### src/rtl/eth_tx_framer_pkg.sv
// Shared definitions for the TX framer and its neighbours (state encoding, CRC constants, Ethernet lengths).
package eth_tx_framer_pkg;

    localparam logic [31:0] CRC_INIT    = 32'hFFFFFFFF;
    localparam logic [31:0] CRC_POLY    = 32'hEDB88320;
    localparam int          ETH_MIN_LEN = 60;
    localparam int          ETH_MAX_LEN = 1514;
    localparam int          CNT_W       = 11;

    typedef enum logic [2:0] {
        S_IDLE = 3'd0,
        S_DATA = 3'd1,
        S_DROP = 3'd2,
        S_PAD  = 3'd3,
        S_FCS  = 3'd4
    } state_t;

endpackage

### src/rtl/eth_tx_framer_if.sv
// Byte-stream input and TX FIFO write-side signals of the framer.
interface eth_tx_framer_if;

    logic [7:0] s_data;
    logic       s_valid;
    logic       s_last;
    logic       s_ready;
    logic [7:0] fifo_din;
    logic       fifo_EOD_in;
    logic       fifo_wren;
    logic       fifo_full;

    // Environment side: frame source and FIFO status.
    modport master (
        output s_data, s_valid, s_last, fifo_full,
        input  s_ready, fifo_din, fifo_EOD_in, fifo_wren
    );

    // Framer side.
    modport slave (
        input  s_data, s_valid, s_last, fifo_full,
        output s_ready, fifo_din, fifo_EOD_in, fifo_wren
    );

endinterface

### src/rtl/eth_tx_framer_crc32_d8.sv
// One-byte step of the reflected IEEE 802.3 CRC-32; data consumed LSB first.
module crc32_d8
    import eth_tx_framer_pkg::*;
(
    input  logic [31:0] crc_in,
    input  logic [7:0]  data,
    output logic [31:0] crc_out
);

    // Unrolled bit-serial LFSR: eight shifts per byte.
    always_comb begin
        crc_out = crc_in;
        for (int i = 0; i < 8; i++) begin
            if (crc_out[0] ^ data[i])
                crc_out = (crc_out >> 1) ^ CRC_POLY;
            else
                crc_out = crc_out >> 1;
        end
    end

endmodule

### src/rtl/my_bin2gray.sv
// Binary to gray-code conversion for counters crossing into other domains.
module my_bin2gray #(
    parameter int WIDTH = 16
) (
    input  logic [WIDTH-1:0] bin,
    output logic [WIDTH-1:0] gray
);

    assign gray = bin ^ (bin >> 1);

endmodule

### src/rtl/eth_tx_framer.sv
// Ethernet TX framer: passes frame bytes to the TX FIFO, zero-pads to MIN_LEN,
// truncates at MAX_LEN and appends the CRC-32 FCS (LSB byte first, EOD on the last).
module eth_tx_framer
    import eth_tx_framer_pkg::*;
#(
    parameter int MIN_LEN = ETH_MIN_LEN,
    parameter int MAX_LEN = ETH_MAX_LEN
) (
    input  logic                  REF_CLK,
    input  logic                  rst,
    eth_tx_framer_if.slave        bus,
    output logic [15:0]           frame_count_gray,
    output logic [15:0]           trunc_count_gray
);

    localparam logic [CNT_W-1:0] MIN_L = CNT_W'(MIN_LEN);
    localparam logic [CNT_W-1:0] MAX_L = CNT_W'(MAX_LEN);

    state_t           state_q, state_d;
    logic [CNT_W-1:0] cnt_q, cnt_d, cnt_inc;
    logic [31:0]      crc_q, crc_d, crc_nxt, fcs_word;
    logic [7:0]       crc_byte;
    logic [1:0]       idx_q, idx_d;
    logic [15:0]      frame_q, frame_d, trunc_q, trunc_d;

    assign cnt_inc  = cnt_q + CNT_W'(1);
    assign fcs_word = ~crc_q;

    crc32_d8 u_crc (
        .crc_in  (crc_q),
        .data    (crc_byte),
        .crc_out (crc_nxt)
    );

    // Next state, datapath updates and the combinational FIFO/stream outputs.
    always_comb begin
        state_d         = state_q;
        cnt_d           = cnt_q;
        crc_d           = crc_q;
        idx_d           = idx_q;
        frame_d         = frame_q;
        trunc_d         = trunc_q;
        crc_byte        = bus.s_data;
        bus.s_ready     = 1'b0;
        bus.fifo_wren   = 1'b0;
        bus.fifo_din    = 8'h00;
        bus.fifo_EOD_in = 1'b0;

        case (state_q)
            S_IDLE, S_DATA: begin
                // Idle counts are 0 and CRC is CRC_INIT, so the first byte shares the data path.
                bus.s_ready = ~bus.fifo_full;
                if (bus.s_valid && !bus.fifo_full) begin
                    bus.fifo_wren = 1'b1;
                    bus.fifo_din  = bus.s_data;
                    crc_d         = crc_nxt;
                    cnt_d         = cnt_inc;
                    if (bus.s_last)
                        state_d = (cnt_inc < MIN_L) ? S_PAD : S_FCS;
                    else if (cnt_inc == MAX_L) begin
                        state_d = S_DROP;
                        trunc_d = trunc_q + 16'd1;
                    end else
                        state_d = S_DATA;
                end
            end
            S_DROP: begin
                bus.s_ready = 1'b1;
                if (bus.s_valid && bus.s_last)
                    state_d = S_FCS;
            end
            S_PAD: begin
                crc_byte = 8'h00;
                if (!bus.fifo_full) begin
                    bus.fifo_wren = 1'b1;
                    crc_d         = crc_nxt;
                    cnt_d         = cnt_inc;
                    if (cnt_inc == MIN_L)
                        state_d = S_FCS;
                end
            end
            S_FCS: begin
                if (!bus.fifo_full) begin
                    bus.fifo_wren   = 1'b1;
                    bus.fifo_din    = fcs_word[{idx_q, 3'b000} +: 8];
                    bus.fifo_EOD_in = (idx_q == 2'd3);
                    idx_d           = idx_q + 2'd1;
                    if (idx_q == 2'd3) begin
                        frame_d = frame_q + 16'd1;
                        crc_d   = CRC_INIT;
                        cnt_d   = '0;
                        state_d = S_IDLE;
                    end
                end
            end
            default: state_d = S_IDLE;
        endcase

        // No handshake or write while reset is held, so the FIFO sees nothing from a dying frame.
        if (rst) begin
            bus.s_ready     = 1'b0;
            bus.fifo_wren   = 1'b0;
            bus.fifo_din    = 8'h00;
            bus.fifo_EOD_in = 1'b0;
        end
    end

    // State and datapath registers with synchronous reset.
    always_ff @(posedge REF_CLK) begin
        if (rst) begin
            state_q <= S_IDLE;
            cnt_q   <= '0;
            crc_q   <= CRC_INIT;
            idx_q   <= 2'd0;
            frame_q <= 16'd0;
            trunc_q <= 16'd0;
        end else begin
            state_q <= state_d;
            cnt_q   <= cnt_d;
            crc_q   <= crc_d;
            idx_q   <= idx_d;
            frame_q <= frame_d;
            trunc_q <= trunc_d;
        end
    end

    my_bin2gray #(.WIDTH(16)) u_frame_gray (
        .bin  (frame_q),
        .gray (frame_count_gray)
    );

    my_bin2gray #(.WIDTH(16)) u_trunc_gray (
        .bin  (trunc_q),
        .gray (trunc_count_gray)
    );

endmodule

### src/flat_wrapper.sv
// flat-port wrapper written by rule: the top's interface ports become plain ports
module eth_tx_framer_flat import eth_tx_framer_pkg::*;
#(
    parameter int MIN_LEN = ETH_MIN_LEN,
    parameter int MAX_LEN = ETH_MAX_LEN
)
  (REF_CLK, rst, frame_count_gray, trunc_count_gray, bus_s_data, bus_s_valid, bus_s_last, bus_fifo_full, bus_s_ready, bus_fifo_din, bus_fifo_EOD_in, bus_fifo_wren);
  eth_tx_framer_if bus_i ();
  input  logic REF_CLK;
  input  logic rst;
  output logic [15:0] frame_count_gray;
  output logic [15:0] trunc_count_gray;
  input wire logic [$bits(bus_i.s_data)-1:0] bus_s_data;
  input wire logic [$bits(bus_i.s_valid)-1:0] bus_s_valid;
  input wire logic [$bits(bus_i.s_last)-1:0] bus_s_last;
  input wire logic [$bits(bus_i.fifo_full)-1:0] bus_fifo_full;
  output wire logic [$bits(bus_i.s_ready)-1:0] bus_s_ready;
  output wire logic [$bits(bus_i.fifo_din)-1:0] bus_fifo_din;
  output wire logic [$bits(bus_i.fifo_EOD_in)-1:0] bus_fifo_EOD_in;
  output wire logic [$bits(bus_i.fifo_wren)-1:0] bus_fifo_wren;
  assign bus_i.s_data = bus_s_data;
  assign bus_i.s_valid = bus_s_valid;
  assign bus_i.s_last = bus_s_last;
  assign bus_i.fifo_full = bus_fifo_full;
  assign bus_s_ready = bus_i.s_ready;
  assign bus_fifo_din = bus_i.fifo_din;
  assign bus_fifo_EOD_in = bus_i.fifo_EOD_in;
  assign bus_fifo_wren = bus_i.fifo_wren;
  eth_tx_framer #(.MIN_LEN(MIN_LEN), .MAX_LEN(MAX_LEN)) u_core (.REF_CLK(REF_CLK), .rst(rst), .bus(bus_i), .frame_count_gray(frame_count_gray), .trunc_count_gray(trunc_count_gray));
endmodule
### config.mk
export PLATFORM = sky130hd
export DESIGN_NAME = eth_tx_framer_flat
export DESIGN_NICKNAME = d
export VERILOG_FILES = /design/src/rtl/eth_tx_framer_pkg.sv /design/src/rtl/eth_tx_framer_if.sv /design/src/rtl/eth_tx_framer_crc32_d8.sv /design/src/rtl/my_bin2gray.sv /design/src/rtl/eth_tx_framer.sv /design/src/flat_wrapper.sv
export SDC_FILE = /design/constraint.sdc
export NUM_CORES = 1
export LEC_CHECK = 0
export ABC_AREA = 1
export BUFFER_PORTS_ARGS = -buffer_cell sky130_fd_sc_hd__buf_2
export CORE_ASPECT_RATIO = 0.7
export CORE_MARGIN = 5
export CORE_UTILIZATION = 31
export CTS_BUF_LIST = sky130_fd_sc_hd__clkbuf_16
export DETAILED_ROUTE_END_ITERATION = 6
export GPL_TIMING_DRIVEN = 0
export PLACE_DENSITY = 0.55
export SYNTH_ARGS = -nofsm -noshare
export SYNTH_HDL_FRONTEND = slang
export SYNTH_HIERARCHICAL = 1
export SYNTH_SLANG_ARGS = --single-unit
### constraint.sdc
create_clock -name REF_CLK -period 2.2 [get_ports REF_CLK]
set_input_delay 0.44 -clock REF_CLK [delete_from_list [all_inputs] [get_ports REF_CLK]]
set_output_delay 0.44 -clock REF_CLK [all_outputs]
set_load 0.02 [all_outputs]
## Word level (Yosys, flattened, before mapping)

Index checks and enable logic that the tools add are counted.

| word-level totals | value |
|---|---|
| bits in registers | 80 |
| input bits | 13 |
| output and inout bits | 43 |
| word-level logic and storage cells | 100 |

| operators by class | value |
|---|---|
| add/subtract/negate cells | 4 |
| magnitude comparators | 1 |
| eq/ne operators | 13 |
| shifts and indexed selects | 1 |
| mux-type cells | 42 |
| bitwise logic cells | 21 |
| reductions and logical operators | 12 |

Operators by type and width:

| operator | number |
|---|---|
| $mux 32 | 12 |
| $not 13->14 | 8 |
| $pmux 32 s3 | 1 |
| $mux 11 | 4 |
| $pmux 11 s3 | 1 |
| $add 16x1->16 const B | 2 |
| $mux 8 | 4 |
| $not 32->32 | 1 |
| $shiftx 32x6->8 | 1 |
| $xor 16x15->16 | 2 |
| $mux 3 | 8 |
| $pmux 8 s2 | 1 |
| $pmux 3 s4 | 1 |
| $add 11x1->11 const B | 1 |
| $eq 11x11->1 const B | 1 |
| $eq 11x6->1 const B | 1 |
| $lt 11x6->1 const B | 1 |
| $ne 2x1->1 const B | 4 |
| $xor 1x1->1 | 8 |
| $mux 1 | 7 |
| $eq 3x2->1 const B | 2 |
| $reduce_and 6->1 | 1 |
| $reduce_and 5->1 | 1 |
| $ne 2x2->1 const B | 2 |
| 15 further kinds | 19 |

## Logic depth before layout (Yosys ltp)

Gate-level depths: netlist of the first run.

| logic depth | value |
|---|---|
| depth after elaboration | 20 |
| mapped depth | 18 |
| gate-level depth less buffers | 18 |

## Cells and area by module

Netlist of the first run, hierarchy kept.

By module, submodules not included:

| module | times used | cells an instance | area each (µm²) | sequential area each (µm²) |
|---|---|---|---|---|
| eth_tx_framer | 1 | 635 | 4276.6 | 1601.5 |
| crc32_d8 | 1 | 195 | 1233.7 | 0.0 |
| my_bin2gray | 2 | 62 | 236.5 | 0.0 |

## Worst setup path after synthesis of the first run

OpenSTA, ideal clock, no wires.

| timing path | value |
|---|---|
| kind | register to register |
| start | register u_core.state_q[2] |
| end | register u_core.crc_q[19] |
| library setup time | 0.126 ns |
| arrival | 1.888 ns |
| slack | 0.187 ns |
| cell stages (with the launch flop) | 17 |
| path buffers | 0 |
| cells stage by stage | dfxtp_1 > inv_2 > nand3_1 > clkinv_1 > nor2_1 > inv_1 > nand2_2 > nand2_4 > nand2_2 > nand2_4 > or2_1 > nand2_1 > inv_1 > nand2_1 > nand2_1 > o22ai_1 > nand2_1 |

RTL lines:

| what | line | source |
|---|---|---|
| start: declaration | eth_tx_framer.sv:19 | `state_t state_q, state_d;` |
| start signal: assignment | eth_tx_framer.sv:118 | `state_q <= state_d;` |
| $eq 3x2->1 (*) | eth_tx_framer.sv:49 | `case (state_q)` |
| $mux 8 (*) | eth_tx_framer.sv:49 |  |
| net u_core.crc_byte[2] | eth_tx_framer.sv:22 | `logic [7:0] crc_byte;` |
| $xor 1x1->1 (*) | eth_tx_framer_crc32_d8.sv:14 | `if (crc_out[0] ^ data[i])` |
| $mux 32 (*) | eth_tx_framer_crc32_d8.sv:14 |  |
| $not 13->14 (no source line) | - |  |
| $mux 32 (*) (2 in a row) | eth_tx_framer_crc32_d8.sv:14 |  |
| $not 13->14 (no source line) | - |  |
| $mux 32 (*) | eth_tx_framer_crc32_d8.sv:14 |  |
| $not 13->14 (no source line) | - |  |
| $mux 32 (*) | eth_tx_framer_crc32_d8.sv:14 |  |
| $not 13->14 (no source line) | - |  |
| $mux 32 (*) | eth_tx_framer_crc32_d8.sv:14 |  |
| net u_core.crc_nxt[19] | eth_tx_framer.sv:21 | `logic [31:0] crc_q, crc_d, crc_nxt, fcs_word;` |
| $mux 32, on equally long branches | eth_tx_framer.sv:74, eth_tx_framer.sv:53 |  |
| $pmux 32 s3 (*) | eth_tx_framer.sv:49 |  |
| end signal: assignment | eth_tx_framer.sv:120 | `crc_q <= crc_d;` |
| end: declaration | eth_tx_framer.sv:21 |  |

Mark *: on every way through the listed nets, which the timed path passes. The rest lies on a longest branch. The select of a mux whose other input is x is not followed.
A chain may end at the register's enable or synchronous reset.

## Final worst setup path of the first run

| timing path | value |
|---|---|
| start | register u_core.state_q[0] |
| end | output bus_fifo_EOD_in |

| on the way | value |
|---|---|
| longest elaborated chain between the ends | 3 |

Ends and longest elaborated chain:

| what | line | source |
|---|---|---|
| $eq 3x3->1 | eth_tx_framer.sv:49 |  |
| $mux 1 | eth_tx_framer.sv:49 |  |
| $mux 1 | eth_tx_framer.sv:100 | `if (rst) begin` |
| end: declaration | flat_wrapper.sv:19 | `output wire logic [$bits(bus_i.fifo_EOD_in)-1:0] bus_fifo_EOD_in;` |

Every way passes these cells.

==> impl_metrics.tcl, run 1 <==
set metrics [dict create \
    status "completed" \
    cp-start-kind "register" \
    dp_cells 1251 \
    r2r_cells 15 \
    top_layer_used "met4" \
    dpl_worst_slack_ps -433 \
    clock_sinks 80 \
    syn_avg_cell_area_sq_um 6.27 \
    timing.rr.start "u_core/state_q[2]" \
    finalClockSkew_ps 9.41 \
    worst_slew_pin_slew_ps 667 \
    ant_nets 0 \
    ir_drop_mv 0.369 \
    hold_path_depth 3 \
    intPower_w 0.00362 \
    layout-drive-gt1-share_pct 22.9 \
    worstPathMaxFanout 10 \
    die_area_sq_um 22200 \
    antenna_found_initial 0 \
    drtPass1Iterations 5 \
    max_cap_violations 0 \
    area_growth_pct 26.0 \
    h-tree-depth 3 \
    cts-root-buf "clkbuf_16" \
    routed-wl-met3_microns 1230 \
    ys_ff_latch 80 \
    wl_per_cell_microns 14.2 \
    die_x_microns 176 \
    grt_pass1_wl_microns 28600 \
    critPathKind "register to primary output" \
    rrSetupSlack_ps 110 \
    ff_latch_area_sq_um 1620 \
    vias_per_cell 4.79 \
    initial_core_util_pct 31.6 \
    cts_tree "done" \
    slew_headroom_pct 55.6 \
    grt_usage_pct 16.0 \
    yosys_warnings 6 \
    finish.utilization_pct 39.8 \
    place_hpwl_microns 13500 \
    wl_met2_microns 7180 \
    cts_buffer_depth 2 \
    r2r_end "u_core/crc_q[22]" \
    crit_path_end_kind "primary output" \
    min-delay-start "bus_fifo_full" \
    fin_nets 1063 \
    yosysSeqAreaShare_pct 26.8 \
    grt_overflow 0 \
    cp.required_ps 1760 \
    rsz0062_at_grt "yes" \
    p_comb_share_pct 32.0 \
    fin_tns_setup_ps 0 \
    ios 56 \
    num_vias 6186 \
    core_region_area_sq_um 18900 \
    stdcell_count 1292 \
    first_global_vias 5322 \
    met1_length_microns 9750 \
    hold_class "input pin to register" \
    min_to "u_core/idx_q[0]" \
    netlist_area_sq_um 5980 \
    setup.worst_path.start "u_core/state_q[0]" \
    antennaDiodeCount 0 \
    power_density_nw_per_um2 722 \
    finalMaxSlewViolations 0 \
    clk_latency_ps 350 \
    die_h_microns 126 \
    setup_slack_ps 58.2 \
    fin_crit_sh_pct 97.4 \
    hold_ws_ps 461 \
    clockPowerShare_pct 36.6 \
    power_frac_seq_pct 31.5 \
    routed_wl_microns 18400 \
    drt_iter0_markers 484 \
    cp.arrival_ps 1700 \
    finalSetupViolCount 0 \
    max_freq_mhz 467 \
    cts_made_buffers 9 \
    p_leak_nw 3.46 \
    hold_viol 0 \
    multi_input_area_sq_um 4040 \
    swShare_pct 33.5 \
    io_buffers 55 \
    core.rowCount 42 \
    drc 0 \
    syn-num-nets 972 \
    gp_congestion 0.848 \
    syn_inst 954 \
    clk_pin_slew_ps 60 \
    yosys.cell_types.count 44 \
    min_period_ps 2140 \
    grt_max_degree 15 \
    power_switching_w 0.00182 \
    nFillCells 2053 \
]
## state kept, by name (all words and copies together) (netlist names)
register	flops
u_core/cnt_q	11
u_core/crc_q	32
u_core/frame_q	16
u_core/idx_q	2
u_core/state_q	3
u_core/trunc_q	16
## cells by family after synthesis
| kind of cell | after synthesis | synth area share (%) |
|---|---|---|
| xor+xnor | 65 | 10.4 |
| buf+inv | 157 | 10.2 |
| simple gates | 535 | 40.9 |
| compound gates | 112 | 10.6 |
| fa+ha+maj | 5 | 1.05 |
| flops | 80 | 26.8 |
## worst max-delay path by stage
| stage | end | slack [ps] | cells after the start |
|---|---|---|---|
| after floorplan | u_core/crc_q[19] | 190 | 16 |
| after global placement | u_core/crc_q[20] | -430 | 15 |
| after detailed placement | u_core/crc_q[14] | -430 | 14 |
| after CTS | bus_fifo_din[7] | -4 | 7 |
| after global routing | bus_fifo_din[2] | -50 | 8 |
| final | bus_fifo_EOD_in | 60 | 6 |
## power by group through the flow
stage	clock network [W]	logic (W)	registers (W)
6_report	0.00199	0.00174	0.00171
5_1_grt	0.00210	0.00191	0.00173
4_1_cts	0.00204	0.00157	0.00170
3_5_place_dp	0	0.00154	0.00173
3_3_place_gp	0	0.00153	0.00173
2_1_floorplan	0	0.00125	0.00168
## worst max-delay path, cell delays in order, from the launching register on
cell and delay (ps):
dfxtp_4 370, nor2_4 130, nand2_4 80, nor2_4 210, nand2_2 200, nor2_2 170
buf_2 180
## cell type report
cell class / instances / area share, %
flip-flops and latches: 80 / 21.5
multi-input cells: 717 / 53.6
repair buffers: 79 / 6.36
clock inverters: 7 / 2.21
well taps: 242 / 4.02
inverters: 132 / 6.84
plain buffers: 24 / 2.26
repair inverters: 2 / 0.232
clock buffers: 9 / 2.99
## timing repair
| item | CTS | global route |
|---|---|---|
| gates resized for setup | 37 | 77 |
| buffers inserted | 1 | 23 |
| pin swaps | 1 | 17 |
| hold buffers | 0 | 0 |
| cloned | 0 | 2 |
| setup endpoints to repair | 47 | 71 |
## through the flow
stage | power [W] | cell area (sq um)
2_1_floorplan | 0.00293 | 5980
3_3_place_gp | 0.00326 | 6560
3_5_place_dp | 0.00327 | 6560
4_1_cts | 0.00531 | 7080
5_1_grt | 0.00574 | 7540
6_report | 0.00544 | 7540
## cells in the mapped netlist (all sizes together)
cell type / n / area share (%)
nand2: 362 / 26
inv: 128 / 8.0
nor2: 90 / 7.0
dfxtp: 80 / 27
a21oi: 54 / 4.5
xor2: 51 / 8.0
nand3: 46 / 4.4
o22ai: 34 / 3.6
clkbuf: 16 / 1.0
nor3: 15 / 1.4
xnor2: 14 / 2.4
o21ai: 13 / 1.1
nand4: 11 / 1.2
buf: 9 / 0.96
a22oi: 7 / 0.88
ha: 5 / 1.0
clkinv: 4 / 0.25
nand3b: 4 / 0.50
nor3b: 3 / 0.46
a211oi: 1 / 0.13
a2bb2oi: 1 / 0.15
and3: 1 / 0.10
nand2b: 1 / 0.10
nor4: 1 / 0.10
o21a: 1 / 0.13
o21bai: 1 / 0.19
or2: 1 / 0.10
## layer usage
metal / global-route usage, % / vias to the layer above
li1: - / 3177
met1: 26.1 / 2817
met2: 20.9 / 177
met3: 3.15 / 15
met4: 3.94 / 0
met5: 0 / -
## layout by cell type (no fill, tap or decap), types with 13 or more instances in the layout
cell type  instances
a21oi_1           48
buf_2             52
buf_4             33
dfxtp_1           74
inv_1            117
nand2_1          314
nand2_2           30
nand2_4           16
nand3_1           39
nor2_1            63
nor2_4            15
nor3_1            13
o22ai_1           32
xor2_1            46
No activity file was read; power rests on OpenSTA's default activity.
==> run 2: changes to the inputs <==
Settings changed: CTS_BUF_LIST sky130_fd_sc_hd__clkbuf_16 to sky130_fd_sc_hd__clkbuf_4 sky130_fd_sc_hd__clkbuf_8.
==> impl_metrics.tcl, run 2 (synthesized netlist as in run 1, its figures left out) <==
set metrics [dict create \
    path_cells "nor2_4, nand2_2, nor2_4, clkinv_4, buf_8, nor2_4, a21oi_1, nor2_1, buf_4" \
    first_global_vias 5292 \
    dp_cells 1251 \
    nFillCells 2056 \
    critPathKind "register to primary output" \
    clock_sinks 80 \
    cts-root-buf "clkbuf_8" \
    violations "setup timing" \
    vias_per_cell 4.77 \
    core_region_area_sq_um 18900 \
    power_switching_w 0.00181 \
    rrSetupSlack_ps 70 \
    min_period_ps 2220 \
    core.rowCount 42 \
    cts_buffer_depth 2 \
    place_hpwl_microns 13500 \
    p_leak_nw 3.50 \
    drt_iter0_markers 505 \
    hold_class "input pin to register" \
    worstPathMaxFanout 6 \
    wl_per_cell_microns 14.5 \
    p_comb_share_pct 35.0 \
    max_cap_violations 0 \
    r2r_end "u_core/crc_q[21]" \
    hold_viol 0 \
    crit_path_max_incr_delay_ps 390 \
    swShare_pct 35.4 \
    cp-start-kind "register" \
    slew_headroom_pct 54.8 \
    dpl_worst_slack_ps -433 \
    cp_top_family "simple AND/OR/NAND/NOR gates" \
    max_freq_mhz 450 \
    power_frac_seq_pct 33.6 \
    ir_drop_mv 0.272 \
    top_register "u_core/crc_q" \
    power_density_nw_per_um2 673 \
    antennaDiodeCount 0 \
    rsz0062_at_grt "yes" \
    area_growth_pct 26.6 \
    cts_made_buffers 9 \
    setup_slack_ps -23.8 \
    r2r_cells 15 \
    largest_reg_flops 32 \
    drtPass1Iterations 5 \
    cpMaxStageDelayCell "dfxtp_4" \
    cts_tree "done" \
    routed_wl_microns 18900 \
    finalClockSkew_ps 11.3 \
    layout_commonest_cell "nand2_1" \
    finish.utilization_pct 40.0 \
    clk_pin_slew_ps 90 \
    ios 56 \
    grt_pass1_wl_microns 28500 \
    fin_nets 1073 \
    intPower_w 0.00329 \
    gp_congestion 0.848 \
    die_area_sq_um 22200 \
    io_buffers 55 \
    critical_path_buf_inv_count 3 \
    drc 0 \
    ant_nets 0 \
    timing.rr.start "u_core/state_q[2]" \
    grt_usage_pct 16.0 \
    setup.worst_path.start "u_core/state_q[1]" \
    h-tree-depth 3 \
    layout-drive-gt1-share_pct 24.0 \
    cp.required_ps 1760 \
    clk_latency_ps 380 \
    status "finished, violations left" \
    postCtsHoldBufs 0 \
    initial_core_util_pct 31.6 \
    stdcell_count 1302 \
    finalMaxSlewViolations 0 \
    fin_crit_sh_pct 101 \
    clockPowerShare_pct 31.3 \
    cp.arrival_ps 1780 \
    grt_max_degree 15 \
    crit_top_cell "nor2_4" \
    die_h_microns 126 \
    worst_slew_pin_slew_ps 679 \
    mostFrequentLayoutCells "nand2_1 (311), inv_1 (117), dfxtp_1 (73)" \
    path_depth 9 \
    num_vias 6212 \
    reg.largest.list "u_core/crc_q: 32 flops, u_core/frame_q: 16 flops, u_core/trunc_q: 16 flops" \
    endpoint "bus_fifo_din[7]" \
    antenna_found_initial 0 \
    grt_overflow 0 \
    finalSetupViolCount 2 \
    crit_path_end_kind "primary output" \
    die_x_microns 176 \
]
==> run 2: changes by cell type in the layout (fill, tap and decap cells not counted), sizes merged <==
| cell | delta |
|---|---|
| buf | +9 |
| inv | -1 |
| clkbuf | +2 |
==> run 2: worst min-delay path: stages <==
cell and delay, ps:
buf_2 130, nand2_1 80, nand3_1 70, a21oi_1 50
==> run 2: what timing repair did <==
action / CTS / global route
pin swaps: 2 / 24
cloned: 0 / 3
setup endpoints to repair: 47 / 54
resized for setup: 42 / 85
buffers inserted: 3 / 29
==> run 2: layer usage <==
metal	track usage, %	part of all wire (%)	routed length (microns)	vias to the layer above
met3	3.18	6.8	1280	14
met4	3.35	0.90	170	0
met1	26.2	52	9900	2804
met2	21.1	40	7520	200
li1	-	-	-	3194
met5	0	0	0	-
==> run 2: worst min path at each step <==
stage / from / end / slack [ps] / depth (start not counted)
after global routing: bus_s_last / u_core/state_q[0] / 430 / 4
after detailed placement: u_core/cnt_q[10] / u_core/cnt_q[10] / 470 / 2
after global placement: u_core/cnt_q[10] / u_core/cnt_q[10] / 480 / 2
after floorplan: u_core/cnt_q[10] / u_core/cnt_q[10] / 460 / 2
after CTS: bus_s_last / u_core/state_q[0] / 410 / 4
final: bus_s_last / u_core/state_q[0] / 440 / 4
==> run 2: area by class of cell <==
class | count | area [sq um] | area share, %
repair inverters | 1 | 8.76 | 0.116
plain buffers | 25 | 176 | 2.33
flip-flops and latches | 80 | 1620 | 21.4
inverters | 132 | 520 | 6.87
clock inverters | 7 | 166 | 2.20
well taps | 242 | 303 | 4.00
clock buffers | 9 | 124 | 1.64
multi-input cells | 717 | 4060 | 53.6
repair buffers | 89 | 601 | 7.93
==> run 2: power groups by stage <==
stage | clock network, W | logic [W] | registers [W]
after floorplan | 0 | 0.00125 | 0.00168
after global placement | 0 | 0.00153 | 0.00173
after detailed placement | 0 | 0.00154 | 0.00173
after CTS | 0.00164 | 0.00157 | 0.00170
after global routing | 0.00170 | 0.00195 | 0.00173
final | 0.00160 | 0.00179 | 0.00171
==> run 2: stage by stage <==
stage	setup TNS, ps	total power, W	area [sq um]	hold slack [ps]
after detailed placement	-11420	0.00327	6560	475
after global placement	-11130	0.00326	6560	477
final	-25.0	0.00510	7570	440
after floorplan	0	0.00293	5980	459
after CTS	-7.03	0.00491	7000	414
after global routing	-737	0.00538	7570	435
==> run 3: changes to the inputs <==
Settings changed: CORE_UTILIZATION 31 to 45, PLACE_DENSITY 0.55 to 0.74.
Clock period 2.2 ns to 2 ns, I/O delays scaled along.
==> impl_metrics.tcl, run 3 (synthesized netlist as in run 1, its figures left out) <==
set metrics [dict create \
    status "finished, violations left" \
    violations "setup timing" \
    gp_congestion 0.937 \
    clk_latency_ps 360 \
    grt_usage_pct 23.3 \
    clk_pin_slew_ps 90 \
    die_h_microns 106 \
    fin_nets 1092 \
    antennaDiodeCount 0 \
    vias_per_cell 5.44 \
    power_w 0.00564 \
    num_vias 6772 \
    cts_tree "done" \
    place_hpwl_microns 12100 \
    hold_viol 0 \
    die_area_sq_um 15700 \
    crit_path_end_kind "register" \
    grt_pass1_wl_microns 29900 \
    r2r_end "u_core/crc_q[7]" \
    hold_path_depth 2 \
    drtPass1Iterations 7 \
    initial_core_util_pct 45.7 \
    wl_per_cell_microns 16.3 \
    min_to "u_core/frame_q[10]" \
    finalMaxSlewViolations 0 \
    dpl_cell_area_sq_um 6470 \
    routed_wl_microns 20300 \
    crit_top_cell "nand2_2" \
    min_period_ps 2160 \
    die_x_microns 148 \
    finalSetupViolCount 24 \
    path_cells "inv_4, nand3_4, clkinv_8, nor2_4, inv_2, nand2_2, nand2_4, nand2_2, nand2_8, nand2_2, nand2_4, buf_6, xor2_1, o22ai_1, nand2_1" \
    power_density_nw_per_um2 701 \
    worstPathMaxFanout 7 \
    reg.largest.list "u_core/crc_q: 32 flops, u_core/frame_q: 16 flops, u_core/trunc_q: 16 flops" \
    slew_headroom_pct 58.3 \
    cts-root-buf "clkbuf_8" \
    top_register "u_core/crc_q" \
    p_leak_nw 3.70 \
    ios 56 \
    cpMaxStageDelayCell "dfxtp_4" \
    max_freq_mhz 463 \
    ff_latch_area_sq_um 1630 \
    critPathKind "register to register" \
    nFillCells 1103 \
    core_region_area_sq_um 13100 \
    largest_reg_flops 32 \
    hold_class "input pin to register" \
    clock_sinks 80 \
    setup_slack_ps -158 \
    io_buffers 55 \
    r2r_cells 15 \
    first_global_vias 5982 \
    grt_overflow 0 \
    grt_max_degree 15 \
    timing.rr.start "u_core/state_q[2]" \
    ant_nets 0 \
    fin_area_sq_um 8050 \
    worst_slew_pin_slew_ps 625 \
    cp-start-kind "register" \
    layout_commonest_cell "nand2_1" \
    h-tree-depth 3 \
    cp.required_ps 2230 \
    area_growth_pct 34.6 \
    cts_buffer_depth 2 \
    finalClockSkew_ps 8.04 \
    drt_iter0_markers 758 \
    mostFrequentLayoutCells "nand2_1 (289), inv_1 (113), dfxtp_1 (71)" \
    core.rowCount 35 \
    rrSetupSlack_ps -160 \
    ir_drop_mv 0.354 \
    cp.arrival_ps 2390 \
    cts_made_buffers 9 \
    postCtsHoldBufs 0 \
    crit_path_max_incr_delay_ps 410 \
    rsz0062_at_grt "yes" \
    multi_input_area_sq_um 4480 \
    min-delay-start "rst" \
    layout-drive-gt1-share_pct 31.8 \
    fin_crit_sh_pct 108 \
    drc 0 \
    antenna_found_initial 0 \
    max_cap_violations 0 \
]
[run 3: cell count changes in the layout (fill, tap and decap cells not counted), moves of 7 or more]
cell     change
o22ai_1      -7
nand2_1     -22
o22ai_2      +7
buf_4       +14
nor2_1      -12
buf_6        +8
nand2_4     +12
[run 3: how the worst max path moves through the flow]
stage,startpoint,endpoint,slack (ps),cells after the start
global placement,bus_fifo_full,bus_fifo_din[7],-350,8
CTS,u_core/idx_q[0],bus_fifo_din[4],-110,9
floorplan,u_core/state_q[2],u_core/crc_q[19],60,16
finish,u_core/state_q[2],u_core/crc_q[7],-160,15
detailed placement,bus_fifo_full,bus_fifo_din[5],-380,8
global route,u_core/state_q[2],u_core/crc_q[7],-260,15
[run 3: what timing repair did]
action,CTS,global route
gates resized for setup,126,129
cloned,3,0
setup buffers,30,22
hold endpoints to repair,0,0
pin swaps,43,56
endpoints found under the setup margin,54,76
[run 3: layout make-up]
class / instances / area share, %
plain buffers: 24 / 2.28
clock buffers: 10 / 1.71
clock inverters: 6 / 0.839
inverters: 132 / 6.74
multi-input cells: 717 / 55.7
flip-flops and latches: 80 / 20.2
well taps: 166 / 2.58
repair buffers: 108 / 9.69
repair inverters: 2 / 0.311
[run 3: report_power, final]
group | total, W | internal, W | leakage [nW] | switching [W]
clock network | 0.00128 | 0.000616 | 0.0989 | 0.000660
logic | 0.00246 | 0.00103 | 2.95 | 0.00143
registers | 0.00191 | 0.00172 | 0.656 | 0.000192
total | 0.00564 | 0.00336 | 3.70 | 0.00228
[run 3: per-layer routing]
| layer | vias to the layer above | global-route usage [%] | wire [microns] |
|---|---|---|---|
| li1 | 3236 | - | - |
| met1 | 3073 | 34.2 | 8550 |
| met2 | 390 | 34.0 | 8870 |
| met3 | 73 | 5.41 | 2270 |
| met4 | 0 | 6.92 | 651 |
| met5 | - | 0 | 0 |
[run 3: per-stage QoR]
stage	setup WS [ps]	setup TNS (ps)	util (%)	cells	hold WS (ps)
5_1_grt	-265	-5680	61.5	1245	411
6_report	-158	-1960	61.5	1245	398
4_1_cts	-112	-753	56.5	1224	417
2_1_floorplan	56.5	0	-	954	459
3_3_place_gp	-348	-10730	49.4	1175	475
3_5_place_dp	-375	-11790	49.4	1175	484
[run 3: worst max-delay path: cells and delay by family (launching register included)]
family / cells / cell delay, ps
AOI/OAI and AO/OA: 1 / 150
and+or+nand+nor: 9 / 930
xor gates and xnor gates: 1 / 150
buffers and inverters: 4 / 380
DFF: 1 / 410
